### config.mk
export PLATFORM = sky130hd
export DESIGN_NAME = io_handshake_unit
export DESIGN_NICKNAME = d
export VERILOG_FILES = /design/src/rtl/io_handshake_unit.sv
export SDC_FILE = /design/constraint.sdc
export NUM_CORES = 1
export LEC_CHECK = 0
export CORE_MARGIN = 4
export CORE_UTILIZATION = 61
export DETAILED_ROUTE_END_ITERATION = 10
export DONT_BUFFER_PORTS = 1
export PLACE_DENSITY = 0.86
export SYNTH_ARGS = -nofsm -noshare
export SYNTH_HDL_FRONTEND = slang
export SYNTH_SLANG_ARGS = --single-unit
### constraint.sdc
create_clock -name clock -period 2.1 [get_ports clock]
set_input_delay 0.42 -clock clock [delete_from_list [all_inputs] [get_ports clock]]
set_output_delay 0.42 -clock clock [all_outputs]
set_load 0.02 [all_outputs]
### src/rtl/io_handshake_unit.sv
// Board push-button front end for the control core: synchronises and debounces the
// confirm/continue keys and turns each physical press into one strobe for an I/O instruction.
module io_handshake_unit #(
  parameter int DEBOUNCE_CYCLES = 50000,
  parameter int CNT_W           = 16
) (
  input  logic clock,
  input  logic reset,
  input  logic key_confirm_n,
  input  logic key_continue_n,
  input  logic is_input,
  input  logic is_output,
  output logic confirmation,
  output logic continue_button,
  output logic waiting
);

  localparam logic [CNT_W-1:0] DB_LAST = CNT_W'(DEBOUNCE_CYCLES - 1);
  localparam logic [CNT_W-1:0] CNT_MAX = {CNT_W{1'b1}};

  // Index 0 is the confirm key, index 1 the continue key; levels are active-low.
  logic [1:0]       sync1_q, sync2_q, lvl_q;
  logic [1:0]       sync1_d, sync2_d, lvl_d;
  logic [CNT_W-1:0] cnt_q [2];
  logic [CNT_W-1:0] cnt_d [2];

  typedef enum logic [1:0] {
    S_IDLE  = 2'd0,
    S_ARMED = 2'd1,
    S_FIRE  = 2'd2,
    S_HOLD  = 2'd3
  } state_t;

  state_t state_q, state_d;
  logic   kind_q, kind_d;          // 1 = PAUSE (continue key), 0 = CONFIRM (confirm key)
  logic   confirmation_q, confirmation_d;
  logic   continue_q, continue_d;

  logic req, req_pause, sel_now, sel_kept;

  always_comb begin
    sync1_d = {key_continue_n, key_confirm_n};
    sync2_d = sync1_q;
    lvl_d   = lvl_q;
    for (int k = 0; k < 2; k++) begin
      cnt_d[k] = '0;
      if (sync2_q[k] != lvl_q[k]) begin
        if (cnt_q[k] == DB_LAST) begin
          lvl_d[k] = sync2_q[k];
        end else if (cnt_q[k] != CNT_MAX) begin
          cnt_d[k] = cnt_q[k] + 1'b1;
        end else begin
          cnt_d[k] = cnt_q[k];
        end
      end
    end
  end

  always_comb begin
    state_d   = state_q;
    kind_d    = kind_q;
    req       = is_input | is_output;
    req_pause = is_input & is_output;
    sel_now   = req_pause ? lvl_q[1] : lvl_q[0];
    sel_kept  = kind_q ? lvl_q[1] : lvl_q[0];
    case (state_q)
      S_IDLE: begin
        if (req) begin
          kind_d  = req_pause;
          // A key already down from an earlier instruction must be released first.
          state_d = sel_now ? S_ARMED : S_HOLD;
        end
      end
      S_ARMED: begin
        if (!req || (req_pause != kind_q)) begin
          state_d = S_IDLE;
        end else if (!sel_kept) begin
          state_d = S_FIRE;
        end
      end
      S_FIRE: state_d = S_HOLD;
      S_HOLD: begin
        if (sel_kept) begin
          state_d = S_IDLE;
        end
      end
      default: state_d = S_IDLE;
    endcase
    confirmation_d = (state_d == S_FIRE) && !kind_d;
    continue_d     = (state_d == S_FIRE) && kind_d;
  end

  always_ff @(posedge clock or negedge reset) begin
    if (!reset) begin
      sync1_q        <= 2'b11;
      sync2_q        <= 2'b11;
      lvl_q          <= 2'b11;
      cnt_q[0]       <= '0;
      cnt_q[1]       <= '0;
      state_q        <= S_IDLE;
      kind_q         <= 1'b0;
      confirmation_q <= 1'b0;
      continue_q     <= 1'b0;
    end else begin
      sync1_q        <= sync1_d;
      sync2_q        <= sync2_d;
      lvl_q          <= lvl_d;
      cnt_q[0]       <= cnt_d[0];
      cnt_q[1]       <= cnt_d[1];
      state_q        <= state_d;
      kind_q         <= kind_d;
      confirmation_q <= confirmation_d;
      continue_q     <= continue_d;
    end
  end

  assign confirmation    = confirmation_q;
  assign continue_button = continue_q;
  assign waiting         = (state_q == S_ARMED);

endmodule

## Yosys cells after proc, flatten, opt, wreduce, memory -nomap -nowiden

Cells that the tools add are included.

| cells by class | value |
|---|---|
| multiplexer cells | 16 |
| equality and inequality tests | 13 |
| reduce and logical (&&, ||, !) cells | 8 |
| $add $sub $neg | 2 |
| bitwise operators | 2 |

Operators with widths:

| operator | count |
|---|---|
| $mux 16 | 6 |
| $add 16x1->16 const B | 2 |
| $eq 16x16->1 const B | 2 |
| $ne 16x16->1 const B | 2 |
| $mux 2 | 5 |
| $pmux 2 s4 | 1 |
| $eq 2x2->1 const B | 3 |
| $ne 3x1->1 const B | 2 |
| $mux 1 | 4 |
| $reduce_and 2->1 | 2 |
| $ne 1x1->1 | 3 |
| $eq 2x1->1 const B | 1 |
| $logic_and 1x1->1 | 2 |
| $logic_not 1->1 | 2 |
| $logic_not 2->1 | 1 |
| $and 1x1->1 | 1 |
| $logic_or 1x1->1 | 1 |
| $or 1x1->1 | 1 |

| word-level totals | value |
|---|---|
| output and inout bits | 3 |
| flip-flop bits (word level) | 43 |
| bits of input ports | 6 |
| word-level logic and storage cells | 51 |

## Logic depth before layout (Yosys ltp)

Gate-level depths: netlist of the first run.

| logic depth | value |
|---|---|
| depth in word-level cells | 7 |
| mapped depth | 7 |
| depth with buffers taken out | 5 |

## Worst setup path before layout of the first run

OpenSTA, ideal clock, no wires.

| timing | value |
|---|---|
| path type | reg2reg |
| from | register cnt_q[0] (netlist bit) |
| to | register cnt_q[2] (netlist bit) |
| cell stages (with the launch flop) | 8 |
| setup time | 0.086 ns |
| arrival time | 1.562 ns |
| clock period less this slack | 1.648 ns |
| path slack | 0.452 ns |
| path buffers | 2 |
| data required time | 2.014 ns |
| cell sequence | dfrtp_1 ha_1 and3_1 buf_2 nand4_2 nand2_1 buf_4 nor3_1 |

| on the way | value |
|---|---|
| cells in the longest elaborated chain, start to end | 4 |
| elaborated cells on any way between the ends | 7 |
| classes of those cells | add/sub (1); eq/ne (3); mux (3) |

RTL lines:

| element | line | source |
|---|---|---|
| start, declared | 24 | `logic [CNT_W-1:0] cnt_q [2];` |
| $add 16x1->16 | 51 | `cnt_d[k] = cnt_q[k] + 1'b1;` |
| $mux 16 | 50 | `end else if (cnt_q[k] != CNT_MAX) begin` |
| $mux 16 | 48 | `if (cnt_q[k] == DB_LAST) begin` |
| $mux 16 | 47 | `if (sync2_q[k] != lvl_q[k]) begin` |

Several ways; a longest one is shown, not always the timed one. The select of a mux whose other input is x is not followed.
A chain may end at the register's enable or synchronous reset.

## Worst setup path after layout of the first run

| timing | value |
|---|---|
| from | register cnt_q[16] (netlist bit) |
| to | register cnt_q[26] (netlist bit) |

The elaborated chain is that of the path after synthesis.

==> impl_metrics.toml, run 1 <==
[run_status]
status = "complete, no violations"

[synthesis]
synthFlopType = "dfrtp_1"
synth_edf_count = 0
async_flop_share_pct = 100.0
yosys_register_bits = 43
synth_area_sq_um = 2460
seq_area_frac_synth_pct = 44.05
ys_warn_count = 0
ys_types = 48
syn_avg_cell_area_sq_um = 9.571
postSynthCellCount = 257
syn_nets = 265

[floorplanning]
ios = 9
dieArea_sq_um = 5112
placementRows = 22
start_util_pct = 65.23
die_h_um = 71.50
core_area_sq_um = 3771
fp.dieW_um = 71.50

[finish]
layout-drive-gt1-share_pct = 13.36
area_growth_pct = 8.342
antennaDiodeCount = 0
num-nets-final = 269
fill_cells = 273

[routing]
drc = 0
postRouteAntennaNets = 0
drt_iter0_drc = 207
wl_um = 5004
first_pass_iters = 4
avgRoutedWirePerCell_um = 16.14
viasPerCell = 6.810
dr_total_vias = 2111

[place]
place.gp.congestion = 0.8367
place_worst_setup_slack_ps = 263.7
post-dp-hpwl_um = 3386
io_buffers = 0

[timing]
fmax_mhz = 537.1
fin_skew_ps = 12.17
fin_tns_setup_ps = 0
fin_crit_sh_pct = 88.65
hold_violations = 0
maxSlewViolCount = 0
fin_crit_ps = 1862
setup_viol = 0
setup_ws_ps = 238.3
slew_headroom_pct = 69.81
worst_slew_pin_slew_ps = 449.5
rsz0062_at_grt = "false"

[clock_network]
cts_made_buffers = 5
clkTransAtPathRegs_ps = 80
clock_latency_ps = 300
htree_levels = 2
clock-sinks = 43
clk_path_buf_depth = 2
clockRootBuffer = "clkbuf_8"
cts_tree = "yes"

[setup_path]
rr_worst_depth = 6
endpoint_kind = "flip-flop"
criticalPathCategory = "flip-flop to flip-flop"
r2r-end = "cnt_q[26]"
worst_path_largest_cell_delay_ps = 420
crit_path_top_delay_cell = "dfrtp_1"
worst-path-stages = 6
critPathTopFamily = "simple AND/OR/NAND/NOR gates"
startpoint_type = "flip-flop"
worst_ep_required_time_ps = 2300
arrival_ps = 2060
worstPathCellList = "ha_1, nand3_1, nor4_4, buf_4, nor4_1, a211oi_1"
critPathBufInv = 1
regToRegSetupSlack_ps = 240
worst-path-max-fanout = 10
r2r-start = "cnt_q[16]"

[global_route]
grt_pass1_vias = 1984
grt_pass1_wl_um = 8838
grt_remaining_overflow = 0
grt_usage_pct = 21.30
grt_max_degree = 44
antenna_found_initial = 0

[pwr]
leakage_uw = 0.001041
power_density_nw_per_um2 = 645.3
p_comb_share_pct = 4.7
clockPowerShare_pct = 44.9
power.internal_uw = 1350
p_sw_uw = 369.5
sequentialPowerShare_pct = 50.3
ir_drop_mv = 0.4650
switching_share_pct = 21.48
power.total_uw = 1720

[hold_path]
hp-class = "input port to flip-flop"
worstHoldStart = "key_confirm_n"
min_to = "sync1_q[0]"
whs_path_depth = 0

[job]
max-cap-violations = 0
==> worst max-delay path by stage <==
stage          startpoint   endpoint  slack (ps)
6_report        cnt_q[16]  cnt_q[26]         240
5_1_grt         cnt_q[16]  cnt_q[26]         140
4_1_cts         cnt_q[16]  cnt_q[26]         270
3_5_place_dp    cnt_q[16]  cnt_q[26]         260
3_3_place_gp     cnt_q[0]  cnt_q[10]         360
2_1_floorplan    cnt_q[0]   cnt_q[2]         450
==> worst register-to-register path: stages (launching register included) <==
cell      delay (ps)
dfrtp_1          420
ha_1             200
nand3_1          180
nor4_4           410
buf_4            240
nor4_1            70
a211oi_1         240
==> cell type report <==
type | count | area [sq um] | area share, %
multi-input cells | 196 | 1280 | 48.03
flip-flops and latches | 43 | 1084 | 40.66
repair buffers | 9 | 82.58 | 3.099
clock buffers | 5 | 68.82 | 2.582
clock inverters | 3 | 67.56 | 2.535
well taps | 48 | 60.06 | 2.254
inverters | 6 | 22.52 | 0.8451
==> cell families (layout without fill, tap and decap cells) <==
family	count (synthesis)	in the layout	synth area share, %
DFF	43	43	44.05
and+or+nand+nor	119	119	29.70
muxes	12	12	5.036
adders and majority gates	2	2	1.017
AOI/OAI and AO/OA	60	60	15.21
buffers and inverters	18	23	3.916
xor gates and xnor gates	3	3	1.068
==> registers in the layout, summed over array words and instances (netlist names) <==
register and cells:
confirmation 1, cnt_q 32, kind_q 1, sync1_q 2, continue_button 1, lvl_q 2
sync2_q 2, state_q 2
==> layer usage <==
metal	up-vias	part of all wire, %	GRT usage (%)
met5	-	0	0
met4	0	1.1	7.307
met3	6	7.1	4.909
met2	84	47	32.76
met1	1029	45	29.71
li1	992	-	-
==> per-stage QoR <==
step	utilization (%)	hold slack, ps	std cells	area, sq um
3_5_place_dp	66.26	125.5	300	2499
5_1_grt	70.67	88.92	310	2665
3_3_place_gp	66.26	125.5	300	2499
2_1_floorplan	-	124.4	257	2460
4_1_cts	70.67	100.7	310	2665
6_report	70.67	110.9	310	2665
==> power groups by stage <==
stage | logic (uW) | clock network [uW] | registers [uW]
detailed placement | 60.0 | 0 | 881
floorplan | 48.8 | 0 | 876
finish | 81.6 | 773 | 866
global placement | 57.1 | 0 | 879
global route | 95.0 | 816 | 869
CTS | 82.6 | 785 | 865
==> what timing repair did <==
item | CTS | global route
hold buffers | 2 | 0
hold endpoints to repair | 43 | 0
setup buffers | 0 | 0
resized for setup | 0 | 0
==> cells in the final DEF, fill, tap and decap left out, types with 6 or more instances in the layout <==
master / n
inv_1: 6
nand3b_1: 9
buf_4: 7
a211oi_1: 6
nor3_1: 16
dfrtp_1: 37
nand4_1: 10
o31ai_1: 8
and4_1: 7
dfstp_2: 6
mux2i_1: 9
a21oi_1: 26
nand2_1: 18
nand3_1: 21
==> cells in the mapped netlist, types with 4 or more instances <==
| library cell | number | area, sq um |
|---|---|---|
| a211oi_1 | 6 | 45.04 |
| a21oi_1 | 26 | 130.1 |
| a31oi_1 | 4 | 25.02 |
| and2_1 | 4 | 25.02 |
| and4_1 | 7 | 61.31 |
| buf_2 | 4 | 20.02 |
| dfrtp_1 | 37 | 925.9 |
| dfstp_2 | 6 | 157.7 |
| inv_1 | 6 | 22.52 |
| mux2i_1 | 9 | 90.09 |
| nand2_1 | 18 | 67.56 |
| nand3_1 | 21 | 105.1 |
| nand3b_1 | 9 | 67.56 |
| nand4_1 | 10 | 62.56 |
| nor2_1 | 4 | 15.01 |
| nor3_1 | 16 | 80.08 |
| nor4_1 | 5 | 31.28 |
| o21ai_0 | 5 | 25.02 |
| o31ai_1 | 8 | 60.06 |
| or3_1 | 5 | 31.28 |
| or4_1 | 5 | 37.54 |
No activity file was read; power rests on OpenSTA's default activity.
==> run 2: changes to the inputs <==
Settings changed: CELL_PAD_IN_SITES_DETAIL_PLACEMENT set to 0, CELL_PAD_IN_SITES_GLOBAL_PLACEMENT set to 2, CORE_UTILIZATION 61 to 41, PLACE_DENSITY 0.86 to 0.88, SLEW_MARGIN set to 20.
==> run 2 against run 1 <==
  * Flip-flop and latch count did not move
  * Clock power fell by 34%
  * Sequential power barely moved
  * Non-clock buffer count grew 1
  * Total power shrank 15%
  * Register-to-register slack barely moved
  * Via count down 6.8%
  * Utilization decreased by 24 points
  * Global-route usage down 6.7 points
  * Clock skew shrank 2.8 ps
  * Setup slack lost 13 ps
==> impl_metrics.toml, run 2 (synthesis gave the netlist of run 1 again) <==
[pwr]
power.internal_uw = 1110
sequentialPowerShare_pct = 59.4
p_sw_uw = 346.2
power_density_nw_per_um2 = 547.7
p_comb_share_pct = 5.6
switching_share_pct = 23.77
leakage_uw = 0.001027
ir_drop_mv = 0.4184
clockPowerShare_pct = 35.0

[global_route]
antenna_found_initial = 0
grt_usage_pct = 14.60
grt_remaining_overflow = 0
grt_pass1_wl_um = 8700
grt_pass1_vias = 1854
grt_max_degree = 44

[floorplanning]
start_util_pct = 43.34
dieArea_sq_um = 7303
fp.dieW_um = 85.46
die_h_um = 85.46
core_area_sq_um = 5675
ios = 9
placementRows = 27

[clock_network]
clock-sinks = 43
cts_tree = "yes"
postCtsSetupBuffers = 0
htree_levels = 2
clockRootBuffer = "clkbuf_8"
clk_path_buf_depth = 2
clkTransAtPathRegs_ps = 80
cts_made_buffers = 5
clock_latency_ps = 290

[routing]
postRouteAntennaNets = 0
wl_um = 5016
dr_total_vias = 1967
drc = 0
viasPerCell = 5.872
first_pass_iters = 4
avgRoutedWirePerCell_um = 14.97
drt_iter0_drc = 80

[setup_path]
endpoint_kind = "flip-flop"
worst_ep_required_time_ps = 2270
worst_path_largest_cell_delay_ps = 520
startpoint_type = "flip-flop"
criticalPathCategory = "flip-flop to flip-flop"
worst-path-max-fanout = 9
worstPathCellList = "ha_1, nand3_1, nor4_4, buf_4, a21oi_1, mux2i_1"
crit_path_top_delay_cell = "nor4_4"
arrival_ps = 2050

[timing]
whs_ps = 121.6
fin_crit_ps = 1875
hold_violations = 0
fin_tns_setup_ps = 0
fin_crit_sh_pct = 89.28
maxSlewViolCount = 0
fmax_mhz = 533.4
slew_headroom_pct = 68.31
worst_slew_pin_slew_ps = 471.7
setup_ws_ps = 225.2
rsz0062_at_grt = "false"
fin_skew_ps = 9.355
setup_viol = 0

[finish]
largest_register_ff_count = 32
largest-register = "cnt_q"
num-nets-final = 270
fin_util_pct = 46.85
fin_cells = 335
antennaDiodeCount = 0
layout-drive-gt1-share_pct = 13.31
final_common_cell = "dfrtp_1"
layout_common_cells = "37 x dfrtp_1, 26 x a21oi_1, 21 x nand3_1"
area_growth_pct = 8.087

[place]
place.gp.congestion = 0.7763
io_buffers = 0
post-dp-hpwl_um = 3509
dpl.cell_count = 325
place_worst_setup_slack_ps = 248.2

[hold_path]
hp-class = "input port to flip-flop"

[run_status]
status = "complete, no violations"

[job]
max-cap-violations = 0
run 2: changes by cell type in the layout (fill, tap and decap cells not counted):
cell | previous run | this run
buf_4 | 7 | 8
bufinv_16 | 2 | 0
clkbuf_1 | 0 | 1
buf_16 | 0 | 1
clkinv_2 | 0 | 1
buf_12 | 1 | 0
run 2: power groups by stage:
stage,sequential [uW],clock (uW),combinational [uW]
6_report,864,510,81.7
5_1_grt,868,570,94.5
4_1_cts,865,535,84.6
3_5_place_dp,881,0,59.4
3_3_place_gp,880,0,59.5
2_1_floorplan,876,0,48.8
run 2: path summary, 6_finish.rpt:
kind | to | start | slack [ps] | cells after the start
setup / recovery | cnt_q[22] | cnt_q[16] | 230 | 6
hold / removal | sync1_q[0] | key_confirm_n | 120 | 0
setup reg to reg | cnt_q[22] | cnt_q[16] | 230 | 6
hold reg to reg | sync2_q[0] | sync1_q[0] | 360 | 0
max in group asynchronous | sync2_q[1] | reset | 1200 | 2
min in group asynchronous | cnt_q[14] | reset | 620 | 2
run 2: timing repair:
action | 4_1_cts | 5_1_grt
endpoints found under the setup margin | 0 | 0
hold endpoints to repair | 43 | 0
hold buffers | 2 | 0
gates resized for setup | 0 | 0
run 2: critical path: cells and delay by family, from the launching register on:
family	cells	cell delay (ps)
buffers and inverters	1	230
muxes	1	120
and+or+nand+nor	2	700
adders and majority gates	1	200
DFF	1	430
AOI/OAI and AO/OA	1	80
run 2: per-layer routing:
metal  track usage (%)  wire length (um)
met5                 0                 0
met4             4.748                53
met3             3.398               242
met2             21.47              2173
met1             21.08              2548
run 2: layout make-up:
cell class | count | area, sq um
fill | 554 | 3017
multi-input combinational | 196 | 1280
sequential | 43 | 1084
timing repair buffer | 10 | 97.59
tap | 72 | 90.09
clock buffer | 6 | 72.57
inverter | 6 | 22.52
clock inverter | 2 | 12.51
run 2: per-stage QoR:
| stage | cell area, sq um | power (uW) |
|---|---|---|
| 2_1_floorplan | 2460 | 925.1 |
| 3_3_place_gp | 2536 | 939.8 |
| 3_5_place_dp | 2536 | 940.3 |
| 4_1_cts | 2659 | 1484 |
| 5_1_grt | 2659 | 1533 |
| 6_report | 2659 | 1456 |
